File: config.mk
export PLATFORM = sky130hd
export DESIGN_NAME = regfile_scoreboard
export DESIGN_NICKNAME = d
export VERILOG_FILES = /design/src/rtl/regfile_pkg.sv /design/src/rtl/regfile_scoreboard_sb_counter.sv /design/src/rtl/regfile_scoreboard.sv
export SDC_FILE = /design/constraint.sdc
export NUM_CORES = 2
export LEC_CHECK = 0
export BUFFER_PORTS_ARGS = -buffer_cell sky130_fd_sc_hd__buf_2
export CAP_MARGIN = 10
export CORE_UTILIZATION = 50
export CTS_BUF_LIST = sky130_fd_sc_hd__clkbuf_4 sky130_fd_sc_hd__clkbuf_8 sky130_fd_sc_hd__clkbuf_16
export DETAILED_ROUTE_END_ITERATION = 8
export PLACE_DENSITY = 0.62
export SLEW_MARGIN = 40
export SYNTH_ARGS = -nofsm -noshare
export SYNTH_HDL_FRONTEND = slang
export SYNTH_SLANG_ARGS = --single-unit
File: constraint.sdc
create_clock -name clk -period 7.96 [get_ports clk]
set_input_delay 1.592 -clock clk [delete_from_list [all_inputs] [get_ports clk]]
set_output_delay 1.592 -clock clk [all_outputs]
set_load 0.03 [all_outputs]
File: src/rtl/regfile_pkg.sv
// Shared widths and types for the register file and its pending-write scoreboard.
package regfile_pkg;
   localparam int N      = 32;
   localparam int REGS   = 32;
   localparam int ADDR_W = $clog2(REGS);
   localparam int CNT_W  = 2;

   typedef logic [ADDR_W-1:0] reg_addr_t;
   typedef logic [N-1:0]      word_t;
   typedef logic [CNT_W-1:0]  cnt_t;

   localparam cnt_t CNT_MAX = '1;
   localparam cnt_t CNT_ONE = cnt_t'(1);
endpackage

File: src/rtl/regfile_scoreboard_sb_counter.sv
// Saturating per-register in-flight write counter; o_err is sticky on overflow or underflow.
module sb_counter
   import regfile_pkg::*;
(
   input  logic i_clk,
   input  logic i_rst,
   input  logic i_inc,
   input  logic i_dec,
   input  logic i_clr,
   output cnt_t o_cnt,
   output logic o_err
);
   cnt_t r_cnt;
   logic r_err;

   // clr drops any simultaneous dec; inc is already masked by the caller during clr
   always_ff @(posedge i_clk) begin
      if (i_rst) begin
         r_cnt <= '0;
         r_err <= 1'b0;
      end else if (i_clr) begin
         r_cnt <= '0;
      end else if (i_inc && !i_dec) begin
         if (r_cnt == CNT_MAX) r_err <= 1'b1;
         else                  r_cnt <= r_cnt + CNT_ONE;
      end else if (i_dec && !i_inc) begin
         if (r_cnt == '0) r_err <= 1'b1;
         else             r_cnt <= r_cnt - CNT_ONE;
      end
   end

   assign o_cnt = r_cnt;
   assign o_err = r_err;
endmodule

File: src/rtl/regfile_scoreboard.sv
// Register file with async reads plus per-register pending-write counters driving busy/stall.
// Reads and busy/stall are zero-latency; commits land at the next edge and are never blocked.
module regfile_scoreboard
   import regfile_pkg::*;
(
   input  logic              clk,
   input  logic              rst,
   input  logic [ADDR_W-1:0] rs_ID,
   input  logic [ADDR_W-1:0] rt_ID,
   input  logic              use_rs,
   input  logic              use_rt,
   output logic [N-1:0]      read_data_1,
   output logic [N-1:0]      read_data_2,
   input  logic              issue_en,
   input  logic [ADDR_W-1:0] issue_addr,
   input  logic              regfile_write_en,
   input  logic [ADDR_W-1:0] write_addr,
   input  logic [N-1:0]      write_data,
   input  logic              flush,
   output logic              busy_rs,
   output logic              busy_rt,
   output logic              stall,
   output logic              issue_full,
   output logic              sb_error
);
   word_t            r_mem [REGS];
   cnt_t             w_cnt [REGS];
   logic [REGS-1:0]  w_err;
   logic             w_busy_rs;
   logic             w_busy_rt;

   always_ff @(posedge clk) begin
      if (rst) begin
         for (int i = 0; i < REGS; i++) r_mem[i] <= '0;
      end else if (regfile_write_en && write_addr != '0) begin
         r_mem[write_addr] <= write_data;
      end
   end

   assign w_cnt[0] = '0;
   assign w_err[0] = 1'b0;

   genvar r;
   generate
      for (r = 1; r < REGS; r++) begin : g_cnt
         logic w_inc;
         logic w_dec;
         assign w_inc = issue_en && (issue_addr == reg_addr_t'(r)) && !flush;
         assign w_dec = regfile_write_en && (write_addr == reg_addr_t'(r));
         sb_counter u_cnt (
            .i_clk (clk),
            .i_rst (rst),
            .i_inc (w_inc),
            .i_dec (w_dec),
            .i_clr (flush),
            .o_cnt (w_cnt[r]),
            .o_err (w_err[r])
         );
      end
   endgenerate

   // a last outstanding write committing this cycle is covered by the ID-stage bypass
   assign w_busy_rs = (rs_ID != '0) &&
                      ((w_cnt[rs_ID] > CNT_ONE) ||
                       ((w_cnt[rs_ID] == CNT_ONE) && !(regfile_write_en && write_addr == rs_ID)));
   assign w_busy_rt = (rt_ID != '0) &&
                      ((w_cnt[rt_ID] > CNT_ONE) ||
                       ((w_cnt[rt_ID] == CNT_ONE) && !(regfile_write_en && write_addr == rt_ID)));

   assign busy_rs     = !rst && w_busy_rs;
   assign busy_rt     = !rst && w_busy_rt;
   assign stall       = (use_rs && busy_rs) || (use_rt && busy_rt);
   assign issue_full  = !rst && (issue_addr != '0) && (w_cnt[issue_addr] == CNT_MAX);
   assign read_data_1 = (rst || rs_ID == '0) ? '0 : r_mem[rs_ID];
   assign read_data_2 = (rst || rt_ID == '0) ? '0 : r_mem[rt_ID];
   assign sb_error    = |w_err;
endmodule

==> After elaboration in Yosys (flattened, before gate mapping) <==
Memories as Yosys holds them, arrays and structs flattened.
Cells that the tools add are included.
{ "word_totals": {"reg_bits": 93, "out_inout_bits": 69, "ram_bits": 1024, "n_memories": 1} }
{ "classes": {"n_eq_ne": 191, "n_reduce_logical": 403, "mux": 267, "n_addsub": 62, "bitwise_logic": 4, "magnitude_cmp": 5} }
{ "memory_table": {"columns": ["name", "depth", "word_bits", "rd", "rd_clocked_by_memory_dff", "wr", "line", "rtl"], "rows": [
  ["r_mem", 32, 32, 2, 0, 32, "regfile_scoreboard.sv:26", "word_t r_mem [REGS];"]
]} }
{ "ops": {"columns": ["op", "count"], "rows": [
  ["$mux 2", 130],
  ["$logic_and 1x1->1", 168],
  ["$eq 5x5->1 const B", 32],
  ["$mux 1", 130],
  ["$ne 2x2->1 const B", 62],
  ["$reduce_and 4->1", 31],
  ["$reduce_bool 2->1", 62],
  ["$mux 32", 3],
  ["$reduce_and 3->1", 31],
  ["$eq 5x4->1 const B", 16],
  ["$logic_not 1->1", 66],
  ["$eq 2x2->1 const B", 32],
  ["$add 2x1->2 const B", 31],
  ["$logic_not 2->1", 31],
  ["$ne 2x1->1 const B", 31],
  ["$sub 2x1->2 const B", 31],
  ["$eq 5x3->1 const B", 8],
  ["$reduce_or 32->1", 1],
  ["$reduce_or 31->1", 1],
  ["$bmux 2 s5", 3],
  ["$eq 5x2->1 const B", 4],
  ["$reduce_bool 5->1", 4],
  ["$ge 6x6->1 const B", 3],
  ["$not 5->6", 3],
  ["other kinds (9)", 18]
]} }

==> Logic depth before layout (Yosys ltp) <==
{ "depth": {"word_depth": 11, "ltp_mapped": 13, "mapped_depth_nobuf": 10} }

==> Cells and area by module <==
Synthesis repeated with hierarchy kept, for this count alone.
{ "unflattened": {"hier_cells": 4456, "hier_area_um2": 63066.7} }
{ "by_module_without_submodules": {"columns": ["module", "instances", "area_each_um2", "cells_per_inst", "seq_area_each_um2"], "rows": [
  ["regfile_scoreboard", 1, 56763.2, 3743, 30749.5],
  ["sb_counter at g_cnt[10].u_cnt ...", 30, 203.9, 23, 60.1],
  ["sb_counter at g_cnt[2].u_cnt", 1, 185.2, 23, 60.1]
]} }

==> Worst setup path after synthesis <==
No wires, ideal clock.
{ "synth_timing": {"kind": "input to output", "from": "in rt_ID[0]", "to": "out stall", "cell_stages": 9, "t_arrival_ps": 3945, "setup_slack_ps": 2423, "required_ps": 6368, "path_cell_list": "buf_4 buf_6 buf_6 buf_6 buf_2 a211oi_1 o21ai_0 a311oi_1 a22o_1"} }
{ "synth_between": {"elab_chain_len": 11} }
{ "synth_rtl": {"columns": ["element", "line", "rtl"], "rows": [
  ["start: declaration", "regfile_scoreboard.sv:9", "input logic [ADDR_W-1:0] rt_ID,"],
  ["$not 5->6 (implied by the code)", "regfile_scoreboard.sv:67, regfile_scoreboard.sv:68", null],
  ["$bmux 2 s5", "regfile_scoreboard.sv:67, regfile_scoreboard.sv:68", null],
  ["$mux 2 (implied by the code) (2 in a row)", "regfile_scoreboard.sv:67, regfile_scoreboard.sv:68", null],
  ["$eq 2x1->1", "regfile_scoreboard.sv:68", "((w_cnt[rt_ID] == CNT_ONE) && !(regfile_write_en && write_addr == rt_ID)));"],
  ["$logic_and 1x1->1", "regfile_scoreboard.sv:68", null],
  ["$logic_or 1x1->1", "regfile_scoreboard.sv:67", "((w_cnt[rt_ID] > CNT_ONE) ||"],
  ["$logic_and 1x1->1 *", "regfile_scoreboard.sv:66", "assign w_busy_rt = (rt_ID != '0) &&"],
  ["$logic_and 1x1->1 *", "regfile_scoreboard.sv:71", "assign busy_rt = !rst && w_busy_rt;"],
  ["via busy_rt", "regfile_scoreboard.sv:21", "output logic busy_rt,"],
  ["$logic_and 1x1->1 *", "regfile_scoreboard.sv:72", "assign stall = (use_rs && busy_rs) || (use_rt && busy_rt);"],
  ["$logic_or 1x1->1 *", "regfile_scoreboard.sv:72", null],
  ["end: declaration", "regfile_scoreboard.sv:22", "output logic stall,"]
]} }
Mark *: on every way through the listed nets, which the timed path passes. The rest lies on a longest branch. The select of a mux whose other input is x is not followed.

==> Worst setup path after layout <==
{ "layout_timing": {"from": "in rs_ID[1]", "to": "out read_data_1[21]"} }
{ "layout_between": {"elab_chain_len": 3} }
{ "layout_rtl": {"columns": ["element", "line", "rtl"], "rows": [
  ["start: declaration", "regfile_scoreboard.sv:8", "input logic [ADDR_W-1:0] rs_ID,"],
  ["parallel branches: the longest is 2 deep, another holds $mem_v2 32x32", null, null],
  ["$mux 32 *", "regfile_scoreboard.sv:74", "assign read_data_1 = (rst || rs_ID == '0) ? '0 : r_mem[rs_ID];"],
  ["end: declaration", "regfile_scoreboard.sv:12", "output logic [N-1:0] read_data_1,"]
]} }
Every way passes the cells marked *.

==> reports/qor.txt <==
Outcome: finished clean
Final Skew: 9.01 ps
Fill cells: 9815
Initial DRC Count: 6504
Hold_sp: g_cnt[15].u_cnt.o_err$_SDFFE_PP0P_
EDFF count, synth: 1024
VDD IR max: 0.000209 V
Die X: 353 microns
Reg2reg path depth: 4
Max Root-Sink Buffers: 3
Setup slack, reg-to-reg: 6610 ps
Syn Area/Cell: 13.1 sq um
DR vias: 43600
R2R Path End: g_cnt[9].u_cnt.o_err$_SDFFE_PP0P_
Synth Register Bits: 1117
Routed WL: 224 mm
Vias per cell: 6.80
FMAX: 157 MHz
Final Cycle Share: 80.2%
Setup crit end kind: primary output
Sequential element share of the synthesized area: 52.9%
Num CTS Buffers: 118
Number of max-cap violations: 0
Startpoint Class: input pin
Post_cts resized: 0
Clk_lat worst skew: 750 ps
Rel. slew slack: 36.4%
Final Net Count: 4769
Ys async rst share: 0%
Starting Density: 50.5%
Tmin final: 6380 ps
Gpl congestion: 0.878
CP arrival: 4790 ps
H-tree depth: 3
Area Overhead vs Synth: 11.2%
Number of core rows: 128
I/O Buffers: 127
Die height: 353 microns
Top FF cell, synth: edfxtp_1
DP Wirelength: 132 mm
HP Class: reg -> reg
R2R Path Start: g_cnt[9].u_cnt.o_cnt[1]$_SDFFE_PP0P_
CP Class: in -> out
CTS Hold Bufs: 0
# Post-CTS Setup Buffers: 0
Final setup fails: 0
RSZ-0062 raised after global routing: false
Worst EP required: 6370 ps
CTS tree: done
Gate Count Post-Synth: 4713
Cell area after synthesis: 61700 sq um
Total track usage: 35.5%
Antenna viol nets, final: 0
Vias in the first global route: 41600
Setup TNS Final: 0 ps
First-pass GRT wire length: 314 mm
Critical path peak fanout: 55
Post-DR wirelength/cell: 35.0 microns
Initial antenna violation count: 22
Largest net degree at the start of global routing: 70
Drt pass-1 iters: 6
DRC: 0
IO Pins: 128
Final Non-Filler Cells: 6413
Ratio of cells with drive above 1 in the final layout: 22.3%
Worst hold margin: 467 ps
Die area: 125000 sq um
Placed instance count: 6174
Worst hold endpoint: g_cnt[15].u_cnt.o_err$_SDFFE_PP0P_
Cell Pwr Density: 207 nW/um^2
Clock transition at path regs: 60 ps
Pleak: 24.0 nW
Yosys warns: 0
Hold Vio Cnt, Final: 0
CTS Root Cell: clkbuf_16
Worst-margin pin slew: 928 ps
Hold Crit Depth: 2
Count of cell types in the netlist: 55
Fin. max-slew vios: 0
Core Area: 122000 sq um
Total gr overflow: 0
Num Clock Sinks: 1117
Final Util: 56.2%
-- per-layer routing --
layer / part of all wire (%) / GRT usage [%]
met3: 12 / 8.70
met4: 4.3 / 13.8
met2: 45 / 54.6
met5: 0.040 / 0
met1: 38 / 48.6
-- cell families after synthesis --
logic type / count (synthesis) / share of synthesized area (%)
AO/OA/AOI/OAI: 664 / 6.72
XOR/XNOR: 25 / 0.355
adder cells (fa/ha/maj): 34 / 0.690
buffers and inverters: 496 / 3.58
flip-flops: 1117 / 52.9
multiplexers: 804 / 21.3
other: 1 / 0.00608
AND/OR/NAND/NOR: 1572 / 14.5
-- registers in the layout, summed over array words and instances, names as in the netlist --
signal             cells
g_cnt.u_cnt.o_err     31
g_cnt.u_cnt.o_cnt     62
r_mem               1024
-- cell usage in the layout (no fill, tap or decap), types with 21 or more instances in the layout --
cell type,Yosys,final
buf_2,83,117
inv_1,22,21
and2_1,996,996
mux2_2,107,107
a21oi_1,178,178
o21ai_0,181,153
buf_4,34,114
buf_8,0,23
clkbuf_16,0,121
o21a_1,33,33
o21ai_4,0,28
conb_1,1,32
ha_1,34,34
clkinv_2,0,23
nand3_1,42,39
nand2_1,91,86
mux4_2,395,395
mux2i_1,302,302
a211oi_1,31,31
clkbuf_4,0,32
a221oi_1,42,41
edfxtp_1,1024,1024
nor2_4,0,31
nor2_1,190,158
nor3_1,128,125
nor2b_1,56,54
o22ai_1,88,88
clkinv_1,1,31
dfxtp_1,93,93
o221ai_1,80,80
-- power by group --
group	total, mW	internal, mW	switching [mW]
Sequential	6.85	6.70	0.150
Combinational	1.84	0.676	1.16
Clock	5.52	3.12	2.40
-- stage by stage --
stage	area, sq um	worst slack (ps)	total power, mW
after floorplan	61800	2420	8.05
after global placement	64200	1610	8.71
after detailed placement	64600	1700	8.75
after CTS	68400	1700	14.2
after global routing	68600	1560	14.5
final	68600	1580	14.2
-- worst max-delay path by stage --
stage / startpoint / slack (ps) / depth (start not counted) / to
after global routing: rs_ID[1] / 1560 / 8 / read_data_1[21]
final: rs_ID[1] / 1580 / 8 / read_data_1[21]
after CTS: rs_ID[1] / 1700 / 8 / read_data_1[21]
after floorplan: rt_ID[0] / 2420 / 9 / stall
after detailed placement: rs_ID[1] / 1700 / 8 / read_data_1[21]
after global placement: rt_ID[1] / 1610 / 7 / read_data_2[14]
-- synthesized netlist by cell type, drive strengths merged, types with 91 or more instances --
master	number	area, sq um
and2	996	6230
dfxtp	93	1860
buf	145	888
nor2	190	713
edfxtp	1024	30700
nand2	91	342
clkbuf	328	1230
mux2i	302	3020
mux2	107	1200
mux4	395	8900
a21oi	178	891
nor3	128	641
o21ai	182	911
-- cell type report --
cell class	count	area [sq um]	area share (%)
diodes	11	27.5	0.0401
repair buffers	285	2410	3.51
inverters	23	86.3	0.126
clock inverters	69	549	0.800
clock buffers	152	3240	4.73
flip-flops and latches	1117	32600	47.5
well taps	1625	2030	2.96
multi-input cells	3131	27700	40.3
-- worst max-delay path, cell delays in order --
cell and delay (ps):
clkbuf_8 500, or2_4 810, buf_4 700, o21ai_0 280, o22ai_1 210, nor3_1 70
o21a_1 320, buf_2 240
Note: power is estimated with default switching activity, not from simulation.
